### src/rtl/axi_outstanding_tracker_pkg.sv
// axi_outstanding_tracker_pkg: shared flag bundle and saturating next-count rule
package axi_outstanding_tracker_pkg;
  localparam int MAX_W = 32;
  typedef struct packed {
    logic is_zero;
    logic is_full;
    logic almost_full;
    logic overflow;
    logic underflow;
  } flags_t;
  typedef struct packed {
    logic [MAX_W-1:0] cnt;
    logic ovf;
    logic unf;
  } next_t;
  function automatic next_t next_count(input logic [MAX_W-1:0] count, input logic load,
                                       input logic [MAX_W-1:0] load_value, input logic incr,
                                       input logic decr, input logic [MAX_W-1:0] limit);
    next_t r;
    r.ovf = load ? load_value > limit : incr && !decr && count == limit;
    r.unf = !load && decr && !incr && count == '0;
    r.cnt = load ? (r.ovf ? limit : load_value) :
            (incr && !decr && !r.ovf) ? count + 1 :
            (decr && !incr && !r.unf) ? count - 1 : count;
    return r;
  endfunction
endpackage

### src/rtl/axi_outstanding_chan.sv
// axi_outstanding_chan: one saturating channel counter with flags (optional AXI_OUTSTANDING_TRACKER_HIGH_WATER_EN)
module axi_outstanding_chan
  import axi_outstanding_tracker_pkg::*;
#(
  parameter int W         = 4,
  parameter int LIMIT     = 15,
  parameter int INIT      = 0,
  parameter int AF_MARGIN = 1
) (
  input  logic         clk,
  input  logic         rst,
  input  logic         clken,
  input  logic         load,
  input  logic [W-1:0] load_value,
  input  logic         incr,
  input  logic         decr,
  input  logic         err_clear,
`ifdef AXI_OUTSTANDING_TRACKER_HIGH_WATER_EN
  input  logic         hw_clear,
  output logic [W-1:0] high_water,
`endif
  output logic [W-1:0] count,
  output flags_t       flags
);
  localparam logic [W-1:0] LIM = W'(LIMIT);
  localparam logic [W-1:0] AF  = W'(LIMIT - AF_MARGIN);
  localparam logic [W-1:0] INI = W'(INIT);
  localparam flags_t RST_FLAGS = '{INI == '0, INI == LIM, INI >= AF, 1'b0, 1'b0};
  next_t nc;
  logic [W-1:0] nxt;
  logic unused_hi;
  // Saturating next count computed at the package's wide width, then narrowed
  always_comb begin
    nc  = next_count(MAX_W'(count), load, MAX_W'(load_value), incr, decr, MAX_W'(LIM));
    nxt = nc.cnt[W-1:0];
  end
  assign unused_hi = ^nc.cnt[MAX_W-1:W];
  // Count and flags register together so flags track count with no extra latency
  always_ff @(posedge clk or posedge rst) begin
    if (rst) begin
      count <= INI;
      flags <= RST_FLAGS;
    end else if (clken) begin
      count <= nxt;
      flags <= '{nxt == '0, nxt == LIM, nxt >= AF,
                 nc.ovf | (flags.overflow & ~err_clear),
                 nc.unf | (flags.underflow & ~err_clear)};
    end
  end
`ifdef AXI_OUTSTANDING_TRACKER_HIGH_WATER_EN
  // High-water mark follows the peak next count; a clear restarts it from the next count
  always_ff @(posedge clk or posedge rst) begin
    if (rst) high_water <= INI;
    else if (clken) high_water <= (hw_clear || nxt > high_water) ? nxt : high_water;
  end
`endif
endmodule

### src/rtl/axi_outstanding_tracker.sv
// axi_outstanding_tracker: per-channel outstanding counters (optional AXI_OUTSTANDING_TRACKER_HIGH_WATER_EN)
module axi_outstanding_tracker
  import axi_outstanding_tracker_pkg::*;
#(
  parameter int C_NUM_CH    = 4,
  parameter int C_WIDTH     = 4,
  parameter int C_LIMIT     = 2**C_WIDTH-1,
  parameter int C_INIT      = 0,
  parameter int C_AF_MARGIN = 1
) (
  input  logic                        clk,
  input  logic                        rst,
  input  logic                        clken,
  input  logic [C_NUM_CH-1:0]         load,
  input  logic [C_NUM_CH*C_WIDTH-1:0] load_value,
  input  logic [C_NUM_CH-1:0]         incr,
  input  logic [C_NUM_CH-1:0]         decr,
  input  logic                        err_clear,
`ifdef AXI_OUTSTANDING_TRACKER_HIGH_WATER_EN
  input  logic                        hw_clear,
  output logic [C_NUM_CH*C_WIDTH-1:0] high_water,
`endif
  output logic [C_NUM_CH*C_WIDTH-1:0] count,
  output logic [C_NUM_CH-1:0]         is_zero,
  output logic [C_NUM_CH-1:0]         is_full,
  output logic [C_NUM_CH-1:0]         almost_full,
  output logic                        all_zero,
  output logic [C_NUM_CH-1:0]         overflow,
  output logic [C_NUM_CH-1:0]         underflow
);
  if (C_NUM_CH < 1) begin : g_bad_ch
    $error("C_NUM_CH must be >= 1");
  end
  if (C_WIDTH < 2 || C_WIDTH >= MAX_W) begin : g_bad_w
    $error("C_WIDTH out of range");
  end
  if (C_LIMIT < 1 || C_LIMIT > 2**C_WIDTH-1) begin : g_bad_lim
    $error("C_LIMIT out of range");
  end
  if (C_INIT < 0 || C_INIT > C_LIMIT) begin : g_bad_init
    $error("C_INIT must not exceed C_LIMIT");
  end
  if (C_AF_MARGIN < 0 || C_AF_MARGIN >= C_LIMIT) begin : g_bad_af
    $error("C_AF_MARGIN must be below C_LIMIT");
  end
  flags_t fl [C_NUM_CH];
  for (genvar i = 0; i < C_NUM_CH; i++) begin : g_ch
    axi_outstanding_chan #(
      .W(C_WIDTH), .LIMIT(C_LIMIT), .INIT(C_INIT), .AF_MARGIN(C_AF_MARGIN)
    ) u_chan (
      .clk(clk), .rst(rst), .clken(clken), .load(load[i]),
      .load_value(load_value[i*C_WIDTH +: C_WIDTH]),
      .incr(incr[i]), .decr(decr[i]), .err_clear(err_clear),
`ifdef AXI_OUTSTANDING_TRACKER_HIGH_WATER_EN
      .hw_clear(hw_clear), .high_water(high_water[i*C_WIDTH +: C_WIDTH]),
`endif
      .count(count[i*C_WIDTH +: C_WIDTH]), .flags(fl[i])
    );
    assign is_zero[i]     = fl[i].is_zero;
    assign is_full[i]     = fl[i].is_full;
    assign almost_full[i] = fl[i].almost_full;
    assign overflow[i]    = fl[i].overflow;
    assign underflow[i]   = fl[i].underflow;
  end
  assign all_zero = &is_zero;
endmodule

### config.mk
export PLATFORM = sky130hd
export DESIGN_NAME = axi_outstanding_tracker
export DESIGN_NICKNAME = d
export VERILOG_FILES = /design/src/rtl/axi_outstanding_tracker_pkg.sv /design/src/rtl/axi_outstanding_chan.sv /design/src/rtl/axi_outstanding_tracker.sv
export SDC_FILE = /design/constraint.sdc
export NUM_CORES = 1
export LEC_CHECK = 0
export CAP_MARGIN = 20
export CORE_ASPECT_RATIO = 1.1
export CORE_MARGIN = 2
export CORE_UTILIZATION = 40
export CTS_CLUSTER_SIZE = 16
export DETAILED_ROUTE_END_ITERATION = 8
export GPL_TIMING_DRIVEN = 1
export PLACE_DENSITY = 0.67
export SETUP_SLACK_MARGIN = 0.2
export SLEW_MARGIN = 20
export SYNTH_ARGS = -nofsm -noshare
export SYNTH_HDL_FRONTEND = slang
export SYNTH_HIERARCHICAL = 1
export SYNTH_SLANG_ARGS = --single-unit
export TNS_END_PERCENT = 5
### constraint.sdc
create_clock -name clk -period 3.85 [get_ports clk]
set_clock_uncertainty 0.1 [all_clocks]
set_input_delay 0.385 -clock clk [delete_from_list [all_inputs] [get_ports clk]]
set_output_delay 0.385 -clock clk [all_outputs]
set_load 0.005 [all_outputs]
==> summary.txt <==
Outcome
  • Outcome: complete, no violations

Synthesis
  • Number of warnings printed during yosys synthesis: 6
  • Cell taking the most area after synthesis: dfrtp_1
  • Post-synth EDFFs: 0
  • Share of flip-flops with an asynchronous set or reset: 100.0%
  • Most frequently used cell type in the post-synthesis netlist: dfrtp_1
  • Synthesized instance count: about 280
  • Mean Syn Cell Area: about 9.6 sq um
  • Largest cells by area after synthesis: dfrtp_1 (30%), ha_1 (5.5%), dfstp_2 (3.9%)
  • Top-area cell type share of the netlist area: between 20% and 30%
  • Proportion of synthesized chip area in sequential cells: 33.47%
  • Count of cell types in the netlist: 37
  • Register bit count reported by yosys: 36
  • Number of nets in the synthesized netlist: approximately 330
  • Top cell types by occurrence after synthesis: dfrtp_1 (32), nor2_1 (24), inv_1 (20), nand2_1 (20), nor2b_1 (16)
  • Cell area after synthesis: 2706 sq um
  • Primary FF master, synth: dfrtp_1

Clock network
  • Hold-fix buffers, CTS: 0
  • Post-cts sizing count: 0
  • Setup Buffers After CTS: 0
  • Number of H-tree branching levels: 2
  • Post-CTS clock slew at the launch and capture registers of the worst setup and hold paths: approximately 0.070 ns
  • Clock Tree Buf Depth: 2
  • Source-to-sink clock delay at the later pin of the worst-skew pair: 0.28 ns
  • Clk sinks: 36
  • Root buffer cell: clkbuf_8
  • Number of CTS-inserted buffers: 5
  • TritonCTS clock tree: built

GRT
  • Gr busiest metal: met2
  • Met2 track demand over resource: roughly 30%
  • Fraction of met3 tracks used by global routing: 3.800%
  • Met1 track demand over resource: around a quarter
  • Number of antenna violations at the first check in global routing: 0
  • Pin count of the biggest net entering global routing: 40
  • Via count of the first global-routing pass: 2388
  • Total overflow reported by the global router: 0
  • Wire length of the first global-routing pass: approximately 11000 microns
  • Global Route Usage Sum: a little under a fifth

Critical path
  • Setup crit end kind: register
  • Data required time at the worst endpoint: 3.91 ns
  • Max Fanout on Critical Path: 14
  • Slack of the worst reg-to-reg path: around 1.5 ns
  • R2R Path End: g_ch[3].u_chan/flags[2]
  • Count of cells along the worst register-to-register path: 7
  • Critical path capture point: g_ch[0].u_chan/flags[2]
  • Startpoint types: input pin
  • Origin of the critical flop-to-flop path: g_ch[3].u_chan/count[0]
  • Launch point of the critical path: load[0]
  • Class of the most critical setup path: input pin to register
  • Arr. time, crit path: 2.62 ns

Timing
  • Post-Route Hold Slack: 0.3867 ns
  • Number of pins exceeding their max-slew limit in the final report: 0
  • Setup_tns: 0 ns
  • RSZ-0062 raised after global routing: no
  • Crit path time final: 2.564 ns
  • Transition time at the pin with the least slew margin: a little over 0.7 ns
  • Maximum frequency from static timing analysis: 390.1 MHz
  • Max-slew headroom at the worst pin: approximately half
  • Count of final setup violators: 0
  • Period utilization: 66.59%
  • Final hold vios: 0

Cells and area
  • Fill cells: about 600
  • Diode count: 0
  • Area Growth Syn to Fin: 29.08%
  • Post-route cell area: 3493 sq um
  • Final std cells w/o fill: approximately 430
  • Post-layout nets: approximately 390
  • Share of layout cells above drive strength 1: a little over a tenth

Job
  • Max cap viols: 0

Floorplanning
  • Site row count: 31
  • Width of the chip: approximately 82 microns
  • Placeable core region: 6555 sq um
  • Boundary Pins: just under 70
  • Die area: about 7400 sq um
  • Vert. Die Dim: about 90 microns
  • Starting Density: 41.29%

Drt
  • Total DRC errors in the routed layout: 0
  • DR vias: 2424
  • Final WL: 6883 microns
  • First-pass iteration count of the detailed router: 4
  • Drt first-iter violations: between 70 and 80
  • Drt wl/cell: 16.08 microns
  • ANT nets after route: 0
  • Detail-routed via count per cell: approximately 5.7

Power and ir drop
  • Peak supply drop: 0.1422 mV
  • Power density over the cells: roughly 330 nW/um^2
  • Leak pwr: between 0.001 and 0.0015 uW

Min path
  • Min-Delay Startpoint: g_ch[1].u_chan/flags[3]
  • Type of the worst min-delay path: register to register

Placement
  • RePlAce Congestion: 0.8827
  • Cell total after placement: 420
  • Post-DP Area: 3412 sq um
  • Count of buffers from port buffering: 68
  • Detailed Place HPWL: roughly 5300 microns
worst min-delay path by stage:
stage                                          to  slack (ns)  cells past startpoint
after floorplan           g_ch[0].u_chan/count[0]        0.11                      1
after global placement    g_ch[2].u_chan/flags[3]        0.37                      2
after detailed placement  g_ch[1].u_chan/flags[3]        0.37                      2
after CTS                 g_ch[0].u_chan/flags[0]        0.39                      2
after global routing      g_ch[3].u_chan/flags[1]        0.42                      1
final                     g_ch[1].u_chan/flags[3]        0.39                      2
metal layers:
layer / share of wire [%] / vias to the layer above
met5: 0 / -
met4: 0.80 / 0
met3: 5.2 / 7
met2: 48 / 64
met1: 46 / 1165
li1: - / 1188
kinds of logic after synthesis:
logic type,after synthesis,synth area share [%]
and+or+nand+nor,129,32.69
xor gates and xnor gates,4,1.294
muxes,8,2.959
AOI/OAI and AO/OA,60,18.31
buffers and inverters,32,5.732
DFF,36,33.47
adders and majority gates,12,5.548
flip-flops by register name, indices dropped and copies added (netlist names):
register           cells
g_ch.u_chan/count     16
g_ch.u_chan/flags     20
cells in the final DEF (no fill, tap or decap), types with 12 or more instances in the layout:
master            n
a21oi_1          12
clkdlybuf4s50_1  67
dfrtp_1          32
ha_1             12
inv_1            20
nand2_1          20
nand2b_1         12
nor2_1           24
nor2b_1          16
area by class of cell:
cell class | count | area [sq um] | share of cell area [%]
clock inverters | 1 | 5.005 | 0.1433
repair buffers | 69 | 683.2 | 19.56
flip-flops and latches | 36 | 905.9 | 25.93
multi-input cells | 213 | 1645 | 47.10
inverters | 20 | 75.07 | 2.149
well taps | 82 | 102.6 | 2.937
clock buffers | 7 | 76.32 | 2.185
power by group:
group | internal, uW | total (uW) | switching (uW)
Combinational | 208 | 387 | 178
Sequential | 423 | 503 | 80.0
Clock | 127 | 253 | 126
per-stage QoR:
stage,setup WS (ns),power (uW),util (%)
floorplan,1.738,723.1,-
global placement,1.054,893.7,52.05
detailed placement,0.9988,897.0,52.05
CTS,1.301,1158,53.29
global route,1.162,1223,53.29
finish,1.286,1142,53.29
worst max-delay path, cell delays in order:
cell and delay [ns]:
clkdlybuf4s50_1 0.69, or4b_4 0.63, a32oi_1 0.21, xnor2_1 0.15
mux2i_1 0.16, o41ai_1 0.41
Note: power is estimated with default switching activity, not from simulation.
